--- src/rtl/nonce_pkg.sv ---
// Shared constants and types for the nonce buffer serial result link.
// The transmitter (buffer) and receiver both frame data with these values.
package nonce_pkg;
    localparam int unsigned NONCE_W_DEF = 32;
    localparam logic        START_BIT   = 1'b1;
    localparam logic        STOP_BIT    = 1'b0;
    localparam int unsigned BITCNT_W    = $clog2(NONCE_W_DEF);

    typedef enum logic [1:0] {
        IDLE,
        SHIFT,
        STOP,
        HOLD
    } rx_state_t;
endpackage

--- src/rtl/nonce_rx_shifter.sv ---
// Deserialiser for the nonce link: writes each incoming bit at the position
// given by the bit counter (LSB first) and flags the last data bit.
module nonce_rx_shifter
    import nonce_pkg::*;
#(
    parameter int unsigned NONCE_W = NONCE_W_DEF
) (
    input  logic               clk,
    input  logic               rst,
    input  logic               clear,
    input  logic               shift_en,
    input  logic               bit_i,
    output logic [NONCE_W-1:0] data_o,
    output logic               done
);
    localparam int unsigned CW   = (NONCE_W > 1) ? $clog2(NONCE_W) : 1;
    localparam logic [CW-1:0] LAST = CW'(NONCE_W - 1);

    logic [CW-1:0]      cnt_q, cnt_d;
    logic [NONCE_W-1:0] data_q, data_d;

    always_comb begin
        cnt_d  = cnt_q;
        data_d = data_q;
        if (clear) begin
            cnt_d = '0;
        end else if (shift_en) begin
            data_d[cnt_q] = bit_i;
            cnt_d         = cnt_q + CW'(1);
        end
    end

    always_ff @(posedge clk) begin
        if (rst) begin
            cnt_q  <= '0;
            data_q <= '0;
        end else begin
            cnt_q  <= cnt_d;
            data_q <= data_d;
        end
    end

    assign data_o = data_q;
    assign done   = shift_en && (cnt_q == LAST);
endmodule

--- src/rtl/nonce_receiver.sv ---
// Reader side of the nonce buffer serial link: frames, holds and acks each
// nonce, latches buffer overflow and keeps saturating good/bad frame counts.
module nonce_receiver
    import nonce_pkg::*;
#(
    parameter int unsigned NONCE_W = NONCE_W_DEF,
    parameter int unsigned CNT_W   = 16
) (
    input  logic               clk,
    input  logic               rst,
    input  logic               nonce_i,
    input  logic               overflow_i,
    output logic               readready,
    output logic [NONCE_W-1:0] nonce_o,
    output logic               nonce_valid,
    input  logic               nonce_ack,
    output logic               overflow_seen,
    output logic               framing_err,
    output logic [CNT_W-1:0]   good_frames,
    output logic [CNT_W-1:0]   bad_frames
);
    rx_state_t          state_q, state_d;
    logic               ready_q, ready_d;
    logic [NONCE_W-1:0] hold_q, hold_d;
    logic               ovf_q, ovf_d;
    logic               ferr_q, ferr_d;
    logic [CNT_W-1:0]   good_q, good_d;
    logic [CNT_W-1:0]   bad_q, bad_d;

    logic               sh_clear, sh_en, sh_done;
    logic [NONCE_W-1:0] sh_data;

    nonce_rx_shifter #(.NONCE_W(NONCE_W)) u_shifter (
        .clk      (clk),
        .rst      (rst),
        .clear    (sh_clear),
        .shift_en (sh_en),
        .bit_i    (nonce_i),
        .data_o   (sh_data),
        .done     (sh_done)
    );

    always_comb begin
        state_d  = state_q;
        hold_d   = hold_q;
        ferr_d   = ferr_q;
        good_d   = good_q;
        bad_d    = bad_q;
        ovf_d    = ovf_q | overflow_i;
        sh_clear = 1'b0;
        sh_en    = 1'b0;
        unique case (state_q)
            IDLE: begin
                sh_clear = 1'b1;
                // The line is only meaningful once readready has been presented.
                if (ready_q && (nonce_i == START_BIT)) state_d = SHIFT;
            end
            SHIFT: begin
                sh_en = 1'b1;
                if (sh_done) state_d = STOP;
            end
            STOP: begin
                if (nonce_i == STOP_BIT) begin
                    hold_d  = sh_data;
                    good_d  = (good_q == '1) ? good_q : good_q + CNT_W'(1);
                    state_d = HOLD;
                end else begin
                    ferr_d  = 1'b1;
                    bad_d   = (bad_q == '1) ? bad_q : bad_q + CNT_W'(1);
                    state_d = IDLE;
                end
            end
            HOLD: begin
                if (nonce_ack) state_d = IDLE;
            end
            default: state_d = IDLE;
        endcase
        ready_d = (state_d != HOLD);
    end

    always_ff @(posedge clk) begin
        if (rst) begin
            state_q <= IDLE;
            ready_q <= 1'b0;
            hold_q  <= '0;
            ovf_q   <= 1'b0;
            ferr_q  <= 1'b0;
            good_q  <= '0;
            bad_q   <= '0;
        end else begin
            state_q <= state_d;
            ready_q <= ready_d;
            hold_q  <= hold_d;
            ovf_q   <= ovf_d;
            ferr_q  <= ferr_d;
            good_q  <= good_d;
            bad_q   <= bad_d;
        end
    end

    assign readready     = ready_q;
    assign nonce_valid   = (state_q == HOLD);
    assign nonce_o       = hold_q;
    assign overflow_seen = ovf_q;
    assign framing_err   = ferr_q;
    assign good_frames   = good_q;
    assign bad_frames    = bad_q;
endmodule

--- config.mk ---
export PLATFORM = sky130hd
export DESIGN_NAME = nonce_receiver
export DESIGN_NICKNAME = d
export VERILOG_FILES = /design/src/rtl/nonce_pkg.sv /design/src/rtl/nonce_rx_shifter.sv /design/src/rtl/nonce_receiver.sv
export SDC_FILE = /design/constraint.sdc
export NUM_CORES = 1
export LEC_CHECK = 0
export BUFFER_PORTS_ARGS = -buffer_cell sky130_fd_sc_hd__buf_2
export CAP_MARGIN = 10
export CORE_MARGIN = 2
export CORE_UTILIZATION = 56
export CTS_BUF_LIST = sky130_fd_sc_hd__clkbuf_16
export DETAILED_ROUTE_END_ITERATION = 10
export PLACE_DENSITY = 0.79
export SYNTH_ARGS = -nofsm -noshare
export SYNTH_HDL_FRONTEND = slang
export SYNTH_SLANG_ARGS = --single-unit
--- constraint.sdc ---
create_clock -name clk -period 2.8 [get_ports clk]
set_clock_uncertainty 0.1 [all_clocks]
set_input_delay 0 -clock clk [delete_from_list [all_inputs] [get_ports clk]]
set_output_delay 0 -clock clk [all_outputs]
set_load 0.01 [all_outputs]
Word-level counts from Yosys, hierarchy flattened

Cells that the tools add are included.

Output and inout bits: 68
Bits of input ports: 5
Bits in registers: 106
Word-level logic and storage cells: 46

Bitwise operators: 5
Add/sub/neg operators: 3
Eq/ne operators: 7
Multiplexer cells: 10
Reductions and logical operators: 10
Order comparisons: 2

Operators with widths:

| operator                                                              | number |
|---|---|
| 16-bit by 1-bit adder with 16-bit output, second input constant       | 2 |
| 32-bit bitwise mux                                                    | 1 |
| 16-bit equality test, second input constant                           | 2 |
| 2-bit 2-to-1 mux                                                      | 4 |
| 2-bit case mux with 4 select lines                                    | 1 |
| 5-bit by 6-bit < comparator with 1-bit output, second input constant  | 1 |
| 2-bit AND reduction                                                   | 3 |
| 3-bit AND reduction                                                   | 2 |
| 5-bit by 1-bit adder with 5-bit output, second input constant         | 1 |
| 1-bit demux with 5-bit select                                         | 1 |
| 5-bit equality test, second input constant                            | 1 |
| 5-bit by 1-bit >= comparator with 1-bit output, second input constant | 1 |
| 2-bit equality test, second input constant                            | 2 |
| 1-bit NOT                                                             | 4 |
| 1-bit logical AND                                                     | 3 |
| 1-bit 2-to-1 mux                                                      | 3 |
| 2-bit by 1-bit equality test with 1-bit output, second input constant | 1 |
| 2-bit zero test                                                       | 1 |
| 2-bit inequality test, second input constant                          | 1 |
| 2-bit OR reduction                                                    | 1 |
| 1-bit OR                                                              | 1 |

Longest topological paths before layout

Gate-level depths: netlist (run 1).

Depth in word-level cells: 6
Gate-level depth with buffers: 7
Gate-level depth less buffers: 6

By module

Synthesis (run 1) repeated with hierarchy kept, for this count alone.

Cell total of the unflattened synthesis: 534
Area total of the unflattened synthesis: 4,699.5 µm²

Modules (own cells, without submodules):

| module           | times used | cells each | area an instance (µm²) | seq. area each (µm²) |
|---|---|---|---|---|
| nonce_receiver   | 1          | 352        | 2,942.8                | 1,381.3 |
| nonce_rx_shifter | 1          | 182        | 1,756.7                | 740.7 |

Worst setup path after synthesis (run 1)

Ideal clock, no wire load.

Path type: reg-to-reg
Start point: reg good_q[3] (netlist: good_frames[3])
End point: reg good_q[13] (netlist: good_frames[13])
Period minus slack after synthesis: 1.933 ns
Path buffers: 1
Setup time: 0.121 ns
Data arrival time: 1.712 ns
Path slack: 0.867 ns
Data required time: 2.579 ns
Stages on the path, launching flop included: 6
Cell sequence: dfxtp_1 nand2_2 or3_1 buf_6 nor4_1 mux2_2

Longest elaborated chain between the ends: 3
Elaborated cells on any way between the ends: 4
Those cells by class: add/sub (1); eq/ne (1); bitwise (1); reduce/logical (1)

RTL lines:

| element                                                                          | RTL line             | source |
|---|---|---|
| from (decl)                                                                      | nonce_receiver.sv:27 | `logic [CNT_W-1:0] good_q, good_d;` |
| from (signal assigned)                                                           | nonce_receiver.sv:96 | `good_q <= good_d;` |
| branches (longest 3 deep; another with 16-bit by 1-bit adder with 16-bit output) | -                    |  |

Several ways; the timed one is not identified.
A chain may end at the register's enable or synchronous reset.

Worst setup path in the final report (run 1)

Start point: reg state_q[0]
End point: reg good_q[6] (netlist: good_frames[6])

Longest elaborated chain between the ends: 2

RTL lines:

| element                              | RTL line             | source |
|---|---|---|
| from (decl)                          | nonce_receiver.sv:22 | `rx_state_t state_q, state_d;` |
| from (signal assigned)               | nonce_receiver.sv:91 | `state_q <= state_d;` |
| 2-bit equality test                  | nonce_receiver.sv:52 | `unique case (state_q)` |
| 3-bit AND reduction (no source line) | -                    |  |

Every way passes these cells.

==> results.rst, run 1 <==
.. list-table::
   :header-rows: 1

   * - Metric
     - Value
   * - Status
     - finished, final reports clean
   * - Area of the core region
     - 8090 um2
   * - Share of cells above drive strength 1
     - 17.4%
   * - Power per cell area
     - 527 nW/um2
   * - Delay-heaviest family, CP
     - simple AND/OR/NAND/NOR gates
   * - Post-DP Area
     - 5000 um2
   * - Die area
     - 9000 um2
   * - Maximum number of pins on one net before global-route repair
     - 45
   * - Total number of vias
     - 4208
   * - Crit path buf inv count
     - 1
   * - Avg Vias per Cell
     - 5.67
   * - RSZ-0062 raised after global routing
     - no
   * - Global-route wire length before repair
     - 17000 um
   * - Total negative slack
     - 0 ns
   * - Crit path cell chain
     - nor3b_2 > buf_4 > nand3_1 > a211oi_1 > mux2_2
   * - Number of maximum-capacitance constraint violations
     - 0
   * - Actual transition at the worst max-transition pin
     - 0.886 ns
   * - Number of I/O port buffers
     - 72
   * - Routed wire per std cell
     - 14.0 um
   * - Type of the setup path with the least slack
     - register to register
   * - FILL cells
     - 755
   * - Worst slew slack as a fraction of its limit
     - 40.8%
   * - RePlAce Congestion
     - 0.853
   * - Vias in the first global route
     - 3684
   * - Count of flip-flops with a built-in enable after synthesis
     - 0
   * - Portion of synthesized cell area occupied by the leading cell type
     - 45.9%
   * - Die Y-Extent
     - 94.9 um
   * - Max Fclk
     - 446 MHz
   * - Element type at the critical path end
     - register
   * - Count of buffers added by post-CTS timing repair for setup
     - 0
   * - Clock-pin slew of the registers on the worst-case setup and hold paths
     - 0.07 ns
   * - TritonCTS Sinks
     - 106
   * - Setup violations, final
     - 0
   * - Count of warnings emitted by yosys
     - 0
   * - Final critical path time including I/O delays and setup
     - 2.24 ns
   * - Inserted Clock Buffers
     - 9
   * - Worst Path Max Fanout
     - 37
   * - Antenna violations before repair
     - 0
   * - Residual antenna-violating net count after detailed routing
     - 0
   * - Cell count after synthesis
     - 581
   * - Overall track demand over capacity in global routing
     - 23.8%
   * - Most used flip-flop cell after synthesis
     - dfxtp_1
   * - N_diodes
     - 0
   * - Startpoint of the worst register-to-register path
     - state_q[0]$_SDFF_PP0_
   * - Fin util
     - 65.6%
   * - Portion of the post-synthesis area used by sequential elements
     - 45.9%
   * - Number of remaining DRC errors
     - 0
   * - Post-CTS sizing
     - 0
   * - Total iterations of the first detailed-routing run
     - 5
   * - Cells taking the most area after synthesis
     - dfxtp_1 (46%), nand2_1 (9.9%), a21oi_1 (9.2%), nor2_1 (3.7%), nand3_1 (2.8%)
   * - FFs w/ async S/R, synth
     - 0%
   * - Pins Over Slew Limit
     - 0
   * - Area leader, netlist
     - dfxtp_1
   * - Crit path launch type
     - register
   * - Clock insertion delay at the later pin of the skew report
     - 0.34 ns
   * - Instance count after placement with tap cells included
     - 724
   * - Max IR drop VDD
     - 0.315 mV
   * - Number of I/O pins
     - 73
   * - Most common cell in the synthesized netlist
     - nand2_1
   * - Launch instance of the worst min-delay path
     - nonce_i
   * - Delay of the slowest cell on the worst path
     - 0.48 ns
   * - Violation count after the first detailed-route iteration
     - 157
   * - H-Tree Depth
     - 3
   * - Number of rows in the core area
     - 33
   * - Final critical-path share of the clock period
     - 80.1%
   * - Net count of the finished layout
     - 644
   * - Post-DP HPWL
     - 6890 um
   * - Register bit total from synthesis
     - 106
   * - Mapped Nets
     - 593
   * - Buffers from clock root to sink, at most
     - 2
   * - Critical path startpoint
     - state_q[0]$_SDFF_PP0_
   * - Required time at the endpoint of the critical path
     - 2.93 ns
   * - Width of the die
     - 94.9 um
   * - Cell variety after synth
     - 46
   * - Layout Area Growth over Synthesis
     - 14.9%
   * - Starting utilization of the core area
     - 57.1%
   * - Post-route standard cell area excluding fillers
     - 5310 um2
   * - Leakage power of the design
     - 2.00 nW
   * - Most numerous cell types in the synthesized netlist
     - nand2_1 (122), dfxtp_1 (106), a21oi_1 (85)
   * - Clock tree root buffer cell
     - clkbuf_16
   * - Hold WC Path Type
     - input pin to register
   * - Cell area after synthesis
     - 4620 um2
   * - Syn_area_per_cell
     - 7.96 um2
   * - Endpoint arrival time on the critical path
     - 2.37 ns
   * - Global route overflow
     - 0
   * - Finished Layout Cells
     - 742
   * - Cell with the largest stage delay on the worst path
     - dfxtp_1
   * - CTS tree
     - done
   * - Post-Route WL
     - 10400 um
   * - Final Hold Viols
     - 0
[tightest hold or removal path, delay by kind of cell]
kind,cells,cell delay [ns]
buffers and inverters,1,0.32
AOI/OAI and AO/OA,1,0.05
and+or+nand+nor,1,0.13
[repair_timing]
action	in CTS	in global routing
hold buffers	2	0
setup endpoints to repair	0	0
endpoints found under the hold margin	3	0
[sequential cells by signal, indices dropped and copies added (netlist names)]
signal	cells
framing_err	1
nonce_o	32
u_shifter.data_o	32
good_frames	16
readready	1
bad_frames	16
u_shifter.cnt_q	5
overflow_seen	1
state_q	2
[path summary, 6_finish.rpt]
kind	end	slack, ns	cells past startpoint
min	u_shifter.data_o[29]$_SDFFE_PP0P_	0.12	3
min reg2reg	nonce_o[26]$_SDFFE_PP0P_	0.35	2
max	good_frames[6]$_SDFFE_PP0P_	0.56	5
max reg2reg	good_frames[6]$_SDFFE_PP0P_	0.56	5
[final cells by class]
class	count	area, um2	share of cell area, %
multi-input cells	426	2310	43.5
flip-flops and latches	106	2120	39.9
repair buffers	81	433	8.15
clock buffers	9	225	4.24
well taps	105	131	2.47
clock inverters	7	62.6	1.18
inverters	8	30.0	0.565
[cells by family (layout without fill, tap and decap cells)]
kind of cell	after synthesis	in the layout	synth area share, %
flops	106	106	45.9
simple gates	269	269	27.6
fa+ha+maj	7	7	1.89
mux	18	18	4.44
compound gates	132	132	15.9
buf+inv	49	105	4.28
[report_power, final]
group          internal, mW  switching [mW]  leakage, nW
sequential             1.51         0.00698        0.854
clock                 0.684           0.528        0.145
combinational        0.0188          0.0496         1.00
total                  2.21           0.584         2.00
[metal layers]
layer	part of all wire [%]	up-vias	routed length (um)	track usage, %
met2	48	100	4990	40.2
met5	0	-	0	0
met4	0.89	0	92	10.0
met1	46	1977	4740	30.3
met3	5.4	5	561	3.67
li1	-	2126	-	-
[cells in the final DEF (no fill, tap or decap), types with 3 or more instances in the layout]
cell type / netlist / final
nand2_1: 122 / 122
dfxtp_1: 106 / 106
a21oi_1: 85 / 85
buf_2: 5 / 72
nor2_1: 45 / 45
nand3_1: 26 / 26
o21ai_0: 20 / 20
inv_1: 8 / 10
nand4_1: 10 / 10
mux2_2: 10 / 10
nor3_1: 9 / 9
clkbuf_16: 0 / 9
nor2b_1: 8 / 8
or4_1: 8 / 8
o31ai_1: 8 / 8
mux2i_1: 7 / 7
nand3b_1: 7 / 7
ha_1: 7 / 7
buf_4: 0 / 7
nor4_1: 6 / 6
and3_1: 5 / 5
and3b_1: 5 / 5
a211oi_1: 4 / 4
nor3b_1: 4 / 3
o21a_1: 3 / 3
[per-stage QoR]
step                setup slack [ns]  hold WS [ns]  power (mW)
finish                         0.557         0.119        2.80
global route                   0.364         0.127        2.89
CTS                            0.533        0.0942        2.82
detailed placement             0.542         0.146        1.62
global placement               0.648         0.109        1.62
floorplan                      0.867        0.0207        1.60
Note: power is estimated with default switching activity, not from simulation.
==> run 2: changes to the inputs <==
ABC_AREA = 1   (was default)
CORE_UTILIZATION = 51   (was 56)
PLACE_DENSITY = 0.76   (was 0.79)
clock period = 1.9 ns   (was 2.8 ns; I/O delays follow)
==> results.rst, run 2 <==
.. list-table::
   :header-rows: 1

   * - Metric
     - Value
   * - Status
     - finished, final reports clean (unchanged)
   * - Violation count after the first detailed-route iteration
     - 215 (was 157)
   * - Clock tree root buffer cell
     - clkbuf_16 (unchanged)
   * - Crit path cell chain
     - ha_1 > nand2_1 > nor2_1 > nand2_1 > nor2_1 > nor2_4 > nand3_1 > nand2_1 > nor2_1 (was nor3b_2 > buf_4 > nand3_1 > a211oi_1 > mux2_2)
   * - Routed wire per std cell
     - 12.6 um (was 14.0 um)
   * - Pre-CTS worst setup slack
     - 0.0502 ns (was 0.542 ns)
   * - Die area
     - 9720 um2 (was 9000 um2)
   * - Final critical-path share of the clock period
     - 90.4% (was 80.1%)
   * - Actual transition at the worst max-transition pin
     - 1.03 ns (was 0.886 ns)
   * - Cell count after synthesis
     - 646 (was 581)
   * - Register bit total from synthesis
     - 106 (unchanged)
   * - FFs w/ async S/R, synth
     - 0% (unchanged)
   * - Multi-input combinational cell area
     - 2150 um2 (was 2310 um2)
   * - Required time at the endpoint of the critical path
     - 2.07 ns (was 2.93 ns)
   * - Most numerous cell types in the synthesized netlist
     - nand2_1 (183), dfxtp_1 (106), a21oi_1 (93) (was nand2_1 (122), dfxtp_1 (106), a21oi_1 (85))
   * - Post-Route WL
     - 10500 um (was 10400 um)
   * - Post-route worst setup slack
     - 0.182 ns (was 0.557 ns)
   * - Most common cell in the synthesized netlist
     - nand2_1 (unchanged)
   * - Endpoint arrival time on the critical path
     - 1.89 ns (was 2.37 ns)
   * - H-Tree Depth
     - 3 (unchanged)
   * - Most used flip-flop cell after synthesis
     - dfxtp_1 (unchanged)
   * - Net count of the finished layout
     - 731 (was 644)
   * - FF-to-FF setup slack
     - 0.18 ns (was 0.56 ns)
   * - Total negative slack
     - 0 ns (unchanged)
   * - Hold Slack
     - 0.0772 ns (was 0.119 ns)
   * - Flop pwr share
     - 54.8% (was 54.3%)
   * - Highest Signal Layer
     - met4 (unchanged)
   * - Largest family of logic cells by synthesized area
     - simple AND/OR/NAND/NOR gates (unchanged)
   * - Cell area after synthesis
     - 4560 um2 (was 4620 um2)
   * - Number of rows in the core area
     - 34 (was 33)
   * - Launch instance of the worst min-delay path
     - nonce_i (unchanged)
   * - Count of flip-flops with a built-in enable after synthesis
     - 0 (unchanged)
   * - Width of the die
     - 98.6 um (was 94.9 um)
   * - Buffers from clock root to sink, at most
     - 2 (unchanged)
   * - Portion of synthesized cell area occupied by the leading cell type
     - 46.5% (was 45.9%)
   * - Adder-Cell Fraction of Synth Area
     - 1.92% (was 1.89%)
   * - Crit path launch type
     - register (unchanged)
   * - Die Y-Extent
     - 98.6 um (was 94.9 um)
   * - Cells taking the most area after synthesis
     - dfxtp_1 (47%), nand2_1 (15%), a21oi_1 (10%), nor2_1 (7.2%), nand3_1 (4.4%) (was dfxtp_1 (46%), nand2_1 (9.9%), a21oi_1 (9.2%), nor2_1 (3.7%), nand3_1 (2.8%))
   * - Most used cells in the layout excluding fill and tap cells
     - nand2_1 (182), dfxtp_1 (106), a21oi_1 (93), nor2_1 (86), buf_2 (72) (was nand2_1 (122), dfxtp_1 (106), a21oi_1 (85), buf_2 (72), nor2_1 (45))
   * - Mapped Nets
     - 658 (was 593)
   * - Hold WC Path Type
     - input pin to register (unchanged)
   * - Max IR drop VDD
     - 0.556 mV (was 0.315 mV)
   * - Critical path startpoint
     - bad_frames[1]$_SDFFE_PP0P_ (was state_q[0]$_SDFF_PP0_)
   * - Comb power frac
     - 2.4% (about the same)
   * - Total number of vias
     - 4401 (was 4208)
   * - Total iterations of the first detailed-routing run
     - 5 (unchanged)
   * - N_diodes
     - 0 (unchanged)
   * - Share of total power consumed by net switching
     - 22.5% (was 20.9%)
   * - Wire length on met3
     - 492 um (was 561 um)
   * - Post-DP Area
     - 5020 um2 (was 5000 um2)
   * - Delay of the slowest cell on the worst path
     - 0.40 ns (was 0.48 ns)
   * - Antenna violations before repair
     - 0 (unchanged)
   * - RSZ-0062 raised after global routing
     - no (unchanged)
   * - Final Hold Viols
     - 0 (unchanged)
   * - Inserted Clock Buffers
     - 9 (unchanged)
   * - Detailed-routing wirelength on met1
     - 4750 um (was 4740 um)
   * - Avg Vias per Cell
     - 5.29 (was 5.67)
   * - Multiplexer fraction of the synthesized cell area
     - 0% (was 4.44%)
   * - Clock-pin slew of the registers on the worst-case setup and hold paths
     - 0.07 ns (about the same)
   * - Design internal power
     - 3.15 mW (was 2.21 mW)
   * - Pins Over Slew Limit
     - 0 (unchanged)
   * - Starting utilization of the core area
     - 52.6% (was 57.1%)
   * - Power per cell area
     - 763 nW/um2 (was 527 nW/um2)
   * - Area share of xor/xnor cells in the synthesized design
     - 1.54% (was 0%)
   * - Number of remaining DRC errors
     - 0 (unchanged)
   * - Clock insertion delay at the later pin of the skew report
     - 0.34 ns (about the same)
   * - Max Fclk
     - 582 MHz (was 446 MHz)
   * - Post-route standard cell area excluding fillers
     - 5330 um2 (was 5310 um2)
   * - FILL cells
     - 813 (was 755)
   * - Leakage power of the design
     - 2.18 nW (was 2.00 nW)
   * - Area leader, netlist
     - dfxtp_1 (unchanged)
   * - Worst r2r path cells
     - 9 (was 5)
   * - Global-route wire length before repair
     - 17800 um (was 17000 um)
   * - Worst Path Max Fanout
     - 16 (was 37)
   * - TritonCTS Sinks
     - 106 (unchanged)
   * - Syn_area_per_cell
     - 7.06 um2 (was 7.96 um2)
   * - Finished Layout Cells
     - 832 (was 742)
   * - Element type at the critical path end
     - register (unchanged)
   * - Instance count after placement with tap cells included
     - 814 (was 724)
   * - Global route overflow
     - 0 (unchanged)
   * - Post-DP HPWL
     - 7150 um (was 6890 um)
   * - Cell with the largest stage delay on the worst path
     - dfxtp_1 (unchanged)
   * - Vias in the first global route
     - 4016 (was 3684)
   * - Cell variety after synth
     - 24 (was 46)
   * - Number of maximum-capacitance constraint violations
     - 0 (unchanged)
   * - CTS tree
     - done (unchanged)
   * - Startpoint of the worst register-to-register path
     - bad_frames[1]$_SDFFE_PP0P_ (was state_q[0]$_SDFF_PP0_)
   * - Residual antenna-violating net count after detailed routing
     - 0 (unchanged)
   * - Setup violations, final
     - 0 (unchanged)
   * - Hold Crit Depth
     - 4 (was 3)
   * - Share of power burned in the clock network
     - 42.8% (was 43.3%)
   * - RePlAce Congestion
     - 0.859 (was 0.853)
   * - Layout Area Growth over Synthesis
     - 16.9% (was 14.9%)
   * - Worst slew slack as a fraction of its limit
     - 31.0% (was 40.8%)
   * - Count of warnings emitted by yosys
     - 0 (unchanged)
   * - Maximum number of pins on one net before global-route repair
     - 42 (was 45)
   * - Count of buffers added by post-CTS timing repair for setup
     - 0 (unchanged)
   * - Fin util
     - 61.4% (was 65.6%)
   * - Crit path buf inv count
     - 0 (was 1)
   * - Type of the setup path with the least slack
     - register to register (unchanged)
   * - Share of cells above drive strength 1
     - 15.7% (was 17.4%)
   * - Endpoint of the worst hold path
     - framing_err$_SDFFE_PP0P_ (was u_shifter.data_o[29]$_SDFFE_PP0P_)
   * - Area of the core region
     - 8680 um2 (was 8090 um2)
   * - Number of I/O port buffers
     - 72 (unchanged)
   * - Detailed route wirelength on metal2
     - 5050 um (was 4990 um)
   * - Overall track demand over capacity in global routing
     - 22.0% (was 23.8%)
   * - Delay-heaviest family, CP
     - simple AND/OR/NAND/NOR gates (unchanged)
   * - Leading cell type in the layout, fill and taps excluded
     - nand2_1 (unchanged)
   * - Portion of the post-synthesis area used by sequential elements
     - 46.5% (was 45.9%)
   * - Simple-gate share of the synthesized area
     - 30.0% (was 27.6%)
   * - Switching power
     - 0.914 mW (was 0.584 mW)
   * - Capture instance of the worst register-to-register path
     - bad_frames[15]$_SDFFE_PP0P_ (was good_frames[6]$_SDFFE_PP0P_)
   * - Final critical path time including I/O delays and setup
     - 1.72 ns (was 2.24 ns)
   * - Power, Total
     - 4.07 mW (was 2.80 mW)
   * - Number of I/O pins
     - 73 (unchanged)
   * - Sequential cell area
     - 2120 um2 (unchanged)
   * - Area fraction in compound gates after synthesis
     - 13.5% (was 15.9%)
==> run 2: changes by cell type after synthesis, moves of 8 or more <==
cell      before  now
nand2_1      122  183
nor2_1        45   87
inv_1          8   41
clkbuf_1      29   12
nand3_1       26   40
mux2_2        10    0
a21oi_1       85   93
nor2b_1        8    0
o31ai_1        8    0
or4_1          8    0
==> run 2: repair_timing <==
item	4_1_cts	5_1_grt
hold endpoints to repair	2	0
hold buffers	2	0
gates resized for setup	0	3
setup endpoints to repair	0	23
==> run 2: cells by family (layout without fill, tap and decap cells) <==
kind of cell / Yosys count / count (layout)
AO/OA/AOI/OAI: 122 / 122
XOR/XNOR: 8 / 8
adder cells (fa/ha/maj): 7 / 7
buffers and inverters: 71 / 149
flip-flops: 106 / 106
AND/OR/NAND/NOR: 332 / 332
==> run 2: how the worst max path moves through the flow <==
stage          cells after the start                           end  slack, ns
2_1_floorplan                      9   bad_frames[13]$_SDFFE_PP0P_       0.22
3_3_place_gp                       9   good_frames[7]$_SDFFE_PP0P_       0.19
3_5_place_dp                       9  good_frames[13]$_SDFFE_PP0P_       0.05
4_1_cts                            9  good_frames[13]$_SDFFE_PP0P_       0.04
5_1_grt                            9   bad_frames[15]$_SDFFE_PP0P_      0.007
6_report                           9   bad_frames[15]$_SDFFE_PP0P_       0.18
==> run 2: area by class of cell <==
class | count | area share, %
Sequential cell | 106 | 39.8
Clock inverter | 7 | 0.986
Inverter | 48 | 3.38
Clock buffer | 9 | 4.23
Tap cell | 108 | 2.54
Timing Repair Buffer | 85 | 8.69
Multi-Input combinational cell | 469 | 40.4
==> run 2: worst register-to-register path: stages (launching register included) <==
cell and delay (ns):
dfxtp_1 0.40, ha_1 0.23, nand2_1 0.07, nor2_1 0.21, nand2_1 0.09, nor2_1 0.19
nor2_4 0.12, nand3_1 0.08, nand2_1 0.05, nor2_1 0.12
==> run 2: per-layer routing <==
| metal | global-route usage, % | vias up |
|---|---|---|
| li1 | - | 2237 |
| met5 | 0 | - |
| met3 | 2.91 | 14 |
| met1 | 28.2 | 2037 |
| met4 | 8.32 | 0 |
| met2 | 37.7 | 113 |
==> run 2: power by group through the flow <==
stage / combinational [mW] / clock [mW] / sequential, mW
floorplan: 0.0603 / 0 / 2.28
global placement: 0.0907 / 0 / 2.28
detailed placement: 0.0938 / 0 / 2.28
CTS: 0.0981 / 1.77 / 2.23
global route: 0.109 / 1.86 / 2.23
finish: 0.0979 / 1.74 / 2.23
==> run 3: changes to the inputs <==
CAP_MARGIN = default   (was 10)
PLACE_DENSITY = 0.8   (was 0.76)
==> results.rst, run 3 (synthesis gave the netlist of run 2 again) <==
.. list-table::
   :header-rows: 1

   * - Metric
     - Value
   * - H-Tree Depth
     - 3 (unchanged)
   * - Setup violations, final
     - 0 (unchanged)
   * - Crit path launch type
     - register (unchanged)
   * - Capture instance of the worst register-to-register path
     - good_frames[7]$_SDFFE_PP0P_ (was bad_frames[15]$_SDFFE_PP0P_)
   * - Number of rows in the core area
     - 34 (unchanged)
   * - Hold Crit Depth
     - 5 (was 4)
   * - Layout Area Growth over Synthesis
     - 17.6% (was 16.9%)
   * - Starting utilization of the core area
     - 52.6% (unchanged)
   * - Launch instance of the worst min-delay path
     - nonce_i (unchanged)
   * - N_diodes
     - 0 (unchanged)
   * - Die area
     - 9720 um2 (unchanged)
   * - Violation count after the first detailed-route iteration
     - 231 (was 215)
   * - Leakage power of the design
     - 2.17 nW (was 2.18 nW)
   * - Residual antenna-violating net count after detailed routing
     - 0 (unchanged)
   * - Finished Layout Cells
     - 833 (was 832)
   * - Type of the setup path with the least slack
     - register to register (unchanged)
   * - Endpoint arrival time on the critical path
     - 1.89 ns (about the same)
   * - Buffers from clock root to sink, at most
     - 2 (unchanged)
   * - TritonCTS Sinks
     - 106 (unchanged)
   * - Net count of the finished layout
     - 732 (was 731)
   * - Die Y-Extent
     - 98.6 um (unchanged)
   * - Vias in the first global route
     - 4066 (was 4016)
   * - Endpoint of the worst hold path
     - u_shifter.data_o[23]$_SDFFE_PP0P_ (was framing_err$_SDFFE_PP0P_)
   * - Crit path cell chain
     - ha_1 > nand2_1 > nor2_2 > nand2_1 > nand2_1 > nand2_4 > inv_1 > nand2_1 > a21oi_1 (was ha_1 > nand2_1 > nor2_1 > nand2_1 > nor2_1 > nor2_4 > nand3_1 > nand2_1 > nor2_1)
   * - Routing layer with the top usage in global route
     - met2 (unchanged)
   * - Delay of the slowest cell on the worst path
     - 0.41 ns (was 0.40 ns)
   * - Clock tree root buffer cell
     - clkbuf_16 (unchanged)
   * - Share of cells above drive strength 1
     - 16.0% (was 15.7%)
   * - Number of I/O port buffers
     - 72 (unchanged)
   * - Post-Route WL
     - 10600 um (was 10500 um)
   * - Worst Path Max Fanout
     - 23 (was 16)
   * - Pins Over Slew Limit
     - 0 (unchanged)
   * - Delay-heaviest family, CP
     - simple AND/OR/NAND/NOR gates (unchanged)
   * - Actual transition at the worst max-transition pin
     - 0.570 ns (was 1.03 ns)
   * - FILL cells
     - 772 (was 813)
   * - Number of remaining DRC errors
     - 0 (unchanged)
   * - Total iterations of the first detailed-routing run
     - 4 (was 5)
   * - Antenna violations before repair
     - 0 (unchanged)
   * - Most frequent cell on the critical path
     - nand2_1
   * - Max IR drop VDD
     - 0.482 mV (was 0.556 mV)
   * - Power per cell area
     - 777 nW/um2 (was 763 nW/um2)
   * - Number of I/O pins
     - 73 (unchanged)
   * - Final Hold Viols
     - 0 (unchanged)
   * - Global-route track usage on met1
     - 28.7% (was 28.2%)
   * - Element type at the critical path end
     - register (unchanged)
   * - Worst slew slack as a fraction of its limit
     - 61.9% (was 31.0%)
   * - Final critical path time including I/O delays and setup
     - 1.72 ns (about the same)
   * - Count of buffers added by post-CTS timing repair for setup
     - 0 (unchanged)
   * - RePlAce Congestion
     - 0.873 (was 0.859)
   * - Routed wire per std cell
     - 12.7 um (was 12.6 um)
   * - Fin util
     - 61.8% (was 61.4%)
   * - Total negative slack
     - 0 ns (unchanged)
   * - Total number of vias
     - 4381 (was 4401)
   * - Clock insertion delay at the later pin of the skew report
     - 0.34 ns (about the same)
   * - Global route overflow
     - 0 (unchanged)
   * - Crit path buf inv count
     - 1 (was 0)
   * - Number of maximum-capacitance constraint violations
     - 0 (unchanged)
   * - Final critical-path share of the clock period
     - 90.3% (was 90.4%)
   * - CTS tree
     - done (unchanged)
   * - RSZ-0062 raised after global routing
     - no (unchanged)
   * - Overall track demand over capacity in global routing
     - 22.1% (was 22.0%)
   * - Global-route wire length before repair
     - 18100 um (was 17800 um)
   * - Inserted Clock Buffers
     - 9 (unchanged)
   * - Width of the die
     - 98.6 um (unchanged)
   * - Clock-pin slew of the registers on the worst-case setup and hold paths
     - 0.07 ns (about the same)
   * - Hold WC Path Type
     - input pin to register (unchanged)
   * - Status
     - finished, final reports clean (unchanged)
   * - Instance count after placement with tap cells included
     - 814 (unchanged)
   * - Met2 capacity usage during global routing
     - 37.0% (was 37.7%)
   * - FF-to-FF setup slack
     - 0.18 ns (about the same)
   * - Avg Vias per Cell
     - 5.26 (was 5.29)
   * - Worst r2r path cells
     - 9 (unchanged)
   * - Max Fclk
     - 583 MHz (was 582 MHz)
   * - Area of the core region
     - 8680 um2 (unchanged)
   * - Maximum number of pins on one net before global-route repair
     - 36 (was 42)
   * - Required time at the endpoint of the critical path
     - 2.08 ns (was 2.07 ns)
   * - Post-DP HPWL
     - 7240 um (was 7150 um)
   * - Cell with the largest stage delay on the worst path
     - dfxtp_1 (unchanged)
   * - Met3 layer usage reported by global route
     - 3.69% (was 2.91%)
   * - Startpoint of the worst register-to-register path
     - good_frames[0]$_SDFFE_PP0P_ (was bad_frames[1]$_SDFFE_PP0P_)
   * - Leading cell type in the layout, fill and taps excluded
     - nand2_1 (unchanged)
   * - Most used cells in the layout excluding fill and tap cells
     - nand2_1 (182), dfxtp_1 (106), a21oi_1 (93), nor2_1 (85), buf_2 (72) (was nand2_1 (182), dfxtp_1 (106), a21oi_1 (93), nor2_1 (86), buf_2 (72))
## run 3: changes by cell type in the layout (fill, tap and decap cells not counted), sizes merged
cell and delta:
dlygate4sd3 +1, inv -4, clkinvlp +3, bufinv +1
## run 3: final cells by class
class                      instances  area [um2]  area share, %
clock inverter                     7        68.8           1.28
tap                              108         135           2.52
inverter                          48         184           3.43
timing repair buffer              86         473           8.82
clock buffer                       9         225           4.20
multi-input combinational        469        2150           40.2
sequential                       106        2120           39.6
## run 3: routing by layer
layer	up-vias	routed length, um
li1	2230	-
met4	0	130
met5	-	0
met3	14	425
met1	2037	4980
met2	100	5060
## run 3: worst max-delay path by stage
stage,startpoint,to,slack (ns),cells past startpoint
2_1_floorplan,bad_frames[0]$_SDFFE_PP0P_,bad_frames[13]$_SDFFE_PP0P_,0.22,9
3_3_place_gp,good_frames[0]$_SDFFE_PP0P_,good_frames[15]$_SDFFE_PP0P_,0.19,9
3_5_place_dp,good_frames[0]$_SDFFE_PP0P_,good_frames[15]$_SDFFE_PP0P_,0.09,8
4_1_cts,bad_frames[1]$_SDFFE_PP0P_,bad_frames[4]$_SDFFE_PP0P_,0.07,7
5_1_grt,bad_frames[1]$_SDFFE_PP0P_,bad_frames[14]$_SDFFE_PP0P_,0.02,8
6_report,good_frames[0]$_SDFFE_PP0P_,good_frames[7]$_SDFFE_PP0P_,0.18,9
## run 3: repair_timing
action                                  CTS  global route
gates resized for setup                   0             5
hold endpoints to repair                 16             0
endpoints found under the setup margin    0            32
hold buffers                              3             0
## run 3: per-stage QoR
step / power, mW / instance area [um2] / worst slack (ns) / hold slack, ns
final: 4.17 / 5360 / 0.184 / 0.00667
after global routing: 4.29 / 5360 / 0.0209 / 0.0361
after CTS: 4.19 / 5350 / 0.0698 / 0.00149
after detailed placement: 2.37 / 5020 / 0.0893 / 0.129
after global placement: 2.37 / 5020 / 0.191 / 0.109
after floorplan: 2.34 / 4560 / 0.220 / 0.0207
## run 3: power by group
group / switching [mW] / internal, mW / total, mW
clock network: 0.821 / 1.02 / 1.84
registers: 0.00383 / 2.23 / 2.23
logic: 0.0727 / 0.0273 / 0.100
total: 0.898 / 3.27 / 4.17
## run 3: worst min-delay path, delay by kind of cell
family	cells	cell delay [ns]
and+or+nand+nor	2	0.18
AOI/OAI and AO/OA	1	0.04
buffers and inverters	2	0.19
